===== config.mk =====
export PLATFORM = sky130hd
export DESIGN_NAME = spn_iter_core_flat
export DESIGN_NICKNAME = d
export VERILOG_FILES = /design/src/rtl/spn_iter_core.sv /design/src/rtl/spn_iter_core_if.sv /design/src/flat_wrapper.sv
export SDC_FILE = /design/constraint.sdc
export NUM_CORES = 1
export LEC_CHECK = 0
export ABC_CLOCK_PERIOD_IN_PS = 6100
export CAP_MARGIN = 20
export CORE_MARGIN = 10
export CORE_UTILIZATION = 29
export CTS_BUF_LIST = sky130_fd_sc_hd__clkbuf_4 sky130_fd_sc_hd__clkbuf_8
export DETAILED_ROUTE_END_ITERATION = 7
export PLACE_DENSITY = 0.57
export SLEW_MARGIN = 20
export SYNTH_ARGS = -nofsm -noshare
export SYNTH_HDL_FRONTEND = slang
export SYNTH_SLANG_ARGS = --single-unit

===== constraint.sdc =====
create_clock -name clk -period 6.1 [get_ports clk]
set_clock_uncertainty 0.2 [all_clocks]
set_input_delay 1.525 -clock clk [delete_from_list [all_inputs] [get_ports clk]]
set_output_delay 1.525 -clock clk [all_outputs]
set_load 0.01 [all_outputs]

===== src/rtl/spn_iter_core.sv =====
// Iterative SPN encrypt/decrypt core: one round per clock through a shared datapath.
// Includes the nibble S-box package used by the round function.
package spn_sbox_pkg;
   localparam logic [3:0] SBOX_TBL [16] = '{
      4'hC, 4'h5, 4'h6, 4'hB, 4'h9, 4'h0, 4'hA, 4'hD,
      4'h3, 4'hE, 4'hF, 4'h8, 4'h4, 4'h7, 4'h1, 4'h2
   };
   localparam logic [3:0] SBOX_INV_TBL [16] = '{
      4'h5, 4'hE, 4'hF, 4'h8, 4'hC, 4'h1, 4'h2, 4'hD,
      4'hB, 4'h4, 4'h6, 4'h3, 4'h0, 4'h7, 4'h9, 4'hA
   };

   function automatic logic [3:0] sbox(input logic [3:0] x);
      return SBOX_TBL[x];
   endfunction

   function automatic logic [3:0] sbox_inv(input logic [3:0] x);
      return SBOX_INV_TBL[x];
   endfunction
endpackage

module spn_iter_core
   import spn_sbox_pkg::*;
#(
   parameter int BLOCK_W    = 16,
   parameter int KEY_W      = 32,
   parameter int NUM_ROUNDS = 3
) (
   input  logic           clk,
   input  logic           rst_n,
   spn_iter_core_if.slave bus,
   output logic [1:0]     o_dbg_state
);
   localparam int CNT_W = $clog2(NUM_ROUNDS + 1);

   typedef enum logic [1:0] {S_IDLE = 2'd0, S_RUN = 2'd1, S_DONE = 2'd2} state_t;

   state_t             r_fsm, w_fsm_nxt;
   logic [BLOCK_W-1:0] r_state, r_data_out;
   logic [KEY_W-1:0]   r_key;
   logic [1:0]         r_op, r_out_op;
   logic [CNT_W-1:0]   r_cnt;
   logic               r_out_valid, r_err;
   logic               w_legal, w_accept, w_illegal, w_last, w_release;
   int                 w_rk_sel;
   logic [BLOCK_W-1:0] w_enc_nxt, w_dec_nxt, w_round_nxt, w_result, w_load;

   function automatic logic [BLOCK_W-1:0] sub(input logic [BLOCK_W-1:0] x);
      logic [BLOCK_W-1:0] y;
      for (int n = 0; n < BLOCK_W/4; n++) y[4*n +: 4] = sbox(x[4*n +: 4]);
      return y;
   endfunction

   function automatic logic [BLOCK_W-1:0] sub_inv(input logic [BLOCK_W-1:0] x);
      logic [BLOCK_W-1:0] y;
      for (int n = 0; n < BLOCK_W/4; n++) y[4*n +: 4] = sbox_inv(x[4*n +: 4]);
      return y;
   endfunction

   // The top bit never moves; every other bit i lands on (i*BLOCK_W/4) mod (BLOCK_W-1).
   function automatic logic [BLOCK_W-1:0] perm(input logic [BLOCK_W-1:0] x);
      logic [BLOCK_W-1:0] y;
      y = x;
      for (int i = 0; i < BLOCK_W-1; i++) y[(i*(BLOCK_W/4)) % (BLOCK_W-1)] = x[i];
      return y;
   endfunction

   function automatic logic [BLOCK_W-1:0] perm_inv(input logic [BLOCK_W-1:0] x);
      logic [BLOCK_W-1:0] y;
      y = x;
      for (int i = 0; i < BLOCK_W-1; i++) y[i] = x[(i*(BLOCK_W/4)) % (BLOCK_W-1)];
      return y;
   endfunction

   // Low BLOCK_W bits of the key rotated left by 8*r.
   function automatic logic [BLOCK_W-1:0] round_key(input logic [KEY_W-1:0] key, input int r);
      logic [2*KEY_W-1:0] dbl;
      int                 amt;
      amt = (8 * r) % KEY_W;
      dbl = {key, key} >> (KEY_W - amt);
      return dbl[BLOCK_W-1:0];
   endfunction

   always_ff @(posedge clk or negedge rst_n) begin
      if (!rst_n) r_fsm <= S_IDLE;
      else        r_fsm <= w_fsm_nxt;
   end

   always_comb begin
      w_legal   = (bus.opcode == 2'b01) || (bus.opcode == 2'b10);
      w_accept  = (r_fsm == S_IDLE) && bus.in_valid && w_legal;
      w_illegal = (r_fsm == S_IDLE) && bus.in_valid && !w_legal;
      w_last    = (r_cnt == CNT_W'(NUM_ROUNDS - 1));
      w_release = (r_fsm == S_DONE) && bus.out_ready;
      w_fsm_nxt = r_fsm;
      case (r_fsm)
         S_IDLE:  if (w_accept) w_fsm_nxt = S_RUN;
         S_RUN:   if (w_last) w_fsm_nxt = S_DONE;
         S_DONE:  if (bus.out_ready) w_fsm_nxt = S_IDLE;
         default: w_fsm_nxt = S_IDLE;
      endcase
   end

   // Decrypt walks the rounds backwards; its first round (counter 0) skips the inverse permutation.
   always_comb begin
      w_rk_sel  = (r_op == 2'b01) ? int'(r_cnt) : NUM_ROUNDS - 1 - int'(r_cnt);
      w_enc_nxt = sub(r_state ^ round_key(r_key, w_rk_sel));
      if (!w_last) w_enc_nxt = perm(w_enc_nxt);
      w_dec_nxt = (r_cnt == '0) ? r_state : perm_inv(r_state);
      w_dec_nxt = sub_inv(w_dec_nxt) ^ round_key(r_key, w_rk_sel);
      w_round_nxt = (r_op == 2'b01) ? w_enc_nxt : w_dec_nxt;
      w_result    = (r_op == 2'b01) ? (w_enc_nxt ^ round_key(r_key, NUM_ROUNDS)) : w_dec_nxt;
      w_load      = (bus.opcode == 2'b10)
                  ? (bus.data_in ^ round_key(bus.symmetric_secret_key, NUM_ROUNDS))
                  : bus.data_in;
   end

   always_ff @(posedge clk or negedge rst_n) begin
      if (!rst_n) begin
         r_state     <= '0;
         r_key       <= '0;
         r_op        <= 2'b00;
         r_cnt       <= '0;
         r_data_out  <= '0;
         r_out_op    <= 2'b00;
         r_out_valid <= 1'b0;
         r_err       <= 1'b0;
      end else begin
         r_err <= w_illegal;
         if (w_accept) begin
            r_op    <= bus.opcode;
            r_key   <= bus.symmetric_secret_key;
            r_state <= w_load;
            r_cnt   <= '0;
         end else if (r_fsm == S_RUN) begin
            r_state <= w_round_nxt;
            r_cnt   <= r_cnt + 1'b1;
            if (w_last) begin
               r_data_out  <= w_result;
               r_out_op    <= r_op;
               r_out_valid <= 1'b1;
            end
         end else if (w_release) begin
            r_out_valid <= 1'b0;
            r_out_op    <= 2'b00;
         end
      end
   end

   assign bus.in_ready  = (r_fsm == S_IDLE);
   assign bus.out_valid = r_out_valid;
   assign bus.data_out  = r_data_out;
   assign bus.out_op    = r_out_op;
   assign bus.err       = r_err;
   assign o_dbg_state   = r_fsm;
endmodule


===== src/rtl/spn_iter_core_if.sv =====
// Command and result channels of the iterative SPN core.
// in_valid/in_ready and out_valid/out_ready are valid/ready pairs: a beat transfers on a rising edge where both are high.
interface spn_iter_core_if #(
   parameter int BLOCK_W = 16,
   parameter int KEY_W   = 32
);
   logic               in_valid;
   logic               in_ready;
   logic [1:0]         opcode;
   logic [BLOCK_W-1:0] data_in;
   logic [KEY_W-1:0]   symmetric_secret_key;
   logic               out_valid;
   logic               out_ready;
   logic [BLOCK_W-1:0] data_out;
   logic [1:0]         out_op;
   logic               err;

   modport master (
      output in_valid, opcode, data_in, symmetric_secret_key, out_ready,
      input  in_ready, out_valid, data_out, out_op, err
   );

   modport slave (
      input  in_valid, opcode, data_in, symmetric_secret_key, out_ready,
      output in_ready, out_valid, data_out, out_op, err
   );
endinterface


===== src/flat_wrapper.sv =====
// flat-port wrapper written by rule: the top's interface ports become plain ports
module spn_iter_core_flat import spn_sbox_pkg::*;
#(
   parameter int BLOCK_W    = 16,
   parameter int KEY_W      = 32,
   parameter int NUM_ROUNDS = 3
)
  (clk, rst_n, o_dbg_state, bus_in_valid, bus_opcode, bus_data_in, bus_symmetric_secret_key, bus_out_ready, bus_in_ready, bus_out_valid, bus_data_out, bus_out_op, bus_err);
  spn_iter_core_if #(.BLOCK_W(BLOCK_W), .KEY_W(KEY_W)) bus_i ();
  input  logic clk;
  input  logic rst_n;
  output logic [1:0] o_dbg_state;
  input wire logic [$bits(bus_i.in_valid)-1:0] bus_in_valid;
  input wire logic [$bits(bus_i.opcode)-1:0] bus_opcode;
  input wire logic [$bits(bus_i.data_in)-1:0] bus_data_in;
  input wire logic [$bits(bus_i.symmetric_secret_key)-1:0] bus_symmetric_secret_key;
  input wire logic [$bits(bus_i.out_ready)-1:0] bus_out_ready;
  output wire logic [$bits(bus_i.in_ready)-1:0] bus_in_ready;
  output wire logic [$bits(bus_i.out_valid)-1:0] bus_out_valid;
  output wire logic [$bits(bus_i.data_out)-1:0] bus_data_out;
  output wire logic [$bits(bus_i.out_op)-1:0] bus_out_op;
  output wire logic [$bits(bus_i.err)-1:0] bus_err;
  assign bus_i.in_valid = bus_in_valid;
  assign bus_i.opcode = bus_opcode;
  assign bus_i.data_in = bus_data_in;
  assign bus_i.symmetric_secret_key = bus_symmetric_secret_key;
  assign bus_i.out_ready = bus_out_ready;
  assign bus_in_ready = bus_i.in_ready;
  assign bus_out_valid = bus_i.out_valid;
  assign bus_data_out = bus_i.data_out;
  assign bus_out_op = bus_i.out_op;
  assign bus_err = bus_i.err;
  spn_iter_core #(.BLOCK_W(BLOCK_W), .KEY_W(KEY_W), .NUM_ROUNDS(NUM_ROUNDS)) u_core (.clk(clk), .rst_n(rst_n), .bus(bus_i), .o_dbg_state(o_dbg_state));
endmodule

==> run summary <==
R2R cell count: 15
Arr. time, crit path: 4.93 ns
CTS Sinks: 74
DRC Markers: 0
Clock latency on the worst-skew pair: 0.38 ns
Distinct cells, synth: 65
Wirelength per Cell: 18.4 µm
Minimum clock period: 4.86 ns
Die X: 170 µm
Required time of the critical path: 6.16 ns
CTS clk-pin slew, worst paths: 0.08 ns
Worst r2r src: u_core.r_op[1]$_DFFE_PN0P_
Tcrit/Tclk final: 79.7%
Synth Warn #: 0
# IOs: 77
RD Place Congestion: 0.866
Initial Utilization: 29.8%
CP Cell Sequence: nand2b_4, nand2_1, o21ai_0, ha_1, buf_4, mux2i_1, xor2_1, a32o_1, nor2_1, inv_1, ha_1, o31ai_1, mux2_2, nor3_1, a21oi_1
Total of max-cap violations: 0
Drt pass-1 iters: 7
FF-to-FF setup slack: 1.24 ns
H-tree levels: 3
Hold EP: u_core.bus.data_out[6]$_DFFE_PN0P_
Vias/cell: 5.15
HPWL after detailed placement: 15,100 µm
Post-synth EDFFs: 0
Root Buffer Master: clkbuf_8
Layout cells sized above 1: 8.38%
Yosys top cell by area: dfrtp_1
Setup bufs post-CTS: 0
First-pass GRT wire length: 32,400 µm
Setup violations, final: 0
Synth Area in Compound Gates: 18.9%
Chip Height: 170 µm
Crit-path most repeated cell: ha_1
Row cnt: 54
Net count, final: 934
Hold-fix buffers, CTS: 0
Max incr delay on CP: 0.63 ns
Top-area cell type share of the netlist area: 28.2%
Slew @ Worst Pin: 1.06 ns
Post-synthesis adder-cell area fraction: 9.34%
Ys async rst share: 100%
Mux cell area share after synthesis: 13.1%
Max Slew Vio Count: 0
Top cells by area, synth: dfrtp_1 28%, ha_1 9.3%, nand2_1 7.9%, mux2i_1 6.3%, xor2_1 4.3%
Yosys reg bits: 74
Final ANT Viol Nets: 0
CORE AREA: 0.0220 mm²
Final hold vios: 0
Diode count: 0
Mapped Cells: 781
Top-count cell post-synth: nand2_1
DIE AREA: 0.0291 mm²
GRT overflow: 0
# fillers: 2,307
Slew headroom: 28.9%
Status: finished, final reports clean
Routed WL: 20,600 µm
Vias in the first global route: 5,801
DR vias: 5,745
CTS resizes: 0
Syn avg cell area: 8.41 µm²
WHS Path Cells: 1
Seq/Total Area, Yosys: 28.2%
CP max stage cell: o31ai_1
Post-Syn Nets: 884
Top post-synthesis cells by count: 139 x nand2_1, 74 x dfrtp_1, 50 x o21ai_0
R2R Path End: u_core.bus.data_out[12]$_DFFE_PN0P_
Setup tns final: 0 ns
Synth Area in XOR/XNOR: 8.48%
Worst hold start: u_core.bus.data_out[6]$_DFFE_PN0P_
Hold Path Class: register to register
Top FF cell, synth: dfrtp_1
Initial detailed-routing violation count: 377
CTS Buffer Depth: 2
Synthesized area: 0.00657 mm²
Crit path kind: register to register
TritonCTS clock tree: done
RSZ-0062 raised after global routing: false
Area Overhead vs Synth: 18.1%
Startpoint Class: register
Simple-gate share of the synthesized area: 16.0%
Crit-path max FO: 47
Crit end category: register
Num CTS Buffers: 9
Initial antenna violation count: 0
Port buffer count: 76
Largest family of logic cells by synthesized area: compound AO/OA/AOI/OAI gates
Largest net degree at the start of global routing: 75
Fmax: 0.206 GHz
Gr usage total: 14.2%
-- state kept, by name, summed over array words and instances (netlist names) --
signal	cells
u_core.r_key	32
u_core.bus.data_out	16
u_core.r_state	16
u_core.bus.out_op	2
u_core.o_dbg_state	2
u_core.r_cnt	2
u_core.r_op	2
u_core.bus.err	1
u_core.bus.out_valid	1
-- logic make-up after synthesis --
kind of cell | count (synthesis)
buffers and inverters | 96
xor gates and xnor gates | 61
DFF | 74
adders and majority gates | 49
and+or+nand+nor | 241
AOI/OAI and AO/OA | 189
muxes | 71
-- through the flow --
| stage | setup WS [ns] | std cells | instance area (µm²) | utilization (%) | hold WS (ns) |
|---|---|---|---|---|---|
| global route | 0.818 | 1115 | 7760 | 35.2 | 0.329 |
| finish | 1.24 | 1115 | 7760 | 35.2 | 0.295 |
| floorplan | 1.46 | 781 | 6570 | - | 0.245 |
| detailed placement | 1.30 | 1100 | 7540 | 34.2 | 0.280 |
| global placement | 1.33 | 1100 | 7540 | 34.2 | 0.274 |
| CTS | 1.28 | 1115 | 7750 | 35.2 | 0.304 |
-- per-layer routing --
metal  track usage (%)  vias up  share of wire (%)
met3              2.06       24                3.6
met1              17.5     2768                 45
li1                  -     2812                  -
met5                 0        -                  0
met2              24.6      141                 49
met4              4.81        0                2.0
-- worst max-delay path by stage --
stage,cells after the start,startpoint,slack (ns),end
after floorplan,21,u_core.r_op[0]$_DFFE_PN0P_,1.46,u_core.bus.data_out[7]$_DFFE_PN0P_
after global placement,15,u_core.r_op[1]$_DFFE_PN0P_,1.33,u_core.bus.data_out[12]$_DFFE_PN0P_
after detailed placement,15,u_core.r_op[1]$_DFFE_PN0P_,1.30,u_core.bus.data_out[12]$_DFFE_PN0P_
after CTS,15,u_core.r_op[1]$_DFFE_PN0P_,1.28,u_core.bus.data_out[12]$_DFFE_PN0P_
after global routing,15,u_core.r_op[1]$_DFFE_PN0P_,0.82,u_core.bus.data_out[12]$_DFFE_PN0P_
final,15,u_core.r_op[1]$_DFFE_PN0P_,1.24,u_core.bus.data_out[12]$_DFFE_PN0P_
-- layout by cell type, fill, tap and decap left out, types with 13 or more instances in the layout --
cell / instances
nand2_1: 139
clkdlybuf4s50_1: 75
dfrtp_1: 74
o21ai_0: 50
inv_1: 49
ha_1: 49
nor2_1: 45
a21oi_1: 43
mux2i_1: 41
xor2_1: 32
xnor2_1: 26
a211oi_1: 22
mux2_2: 20
nor3_1: 13
-- layout make-up --
cell class              instances  area (µm²)  share of cell area [%]
well taps                     280         350                    4.52
inverters                      51         191                    2.47
clock inverters                 6        90.1                    1.16
repair buffers                 84         822                    10.6
flip-flops and latches         74        1850                    23.9
multi-input cells             611        4330                    55.8
clock buffers                   9         124                    1.60
-- worst max-delay path, delay by kind of cell (launching register included) --
family	cells	cell delay (ns)
adders and majority gates	2	0.74
AOI/OAI and AO/OA	4	1.01
DFF	1	0.41
and+or+nand+nor	4	1.05
muxes	2	0.71
xor gates and xnor gates	1	0.10
buffers and inverters	2	0.49
Power is not shown: default switching activity piles up to over one toggle a cycle in this logic, so the estimate is an artifact.
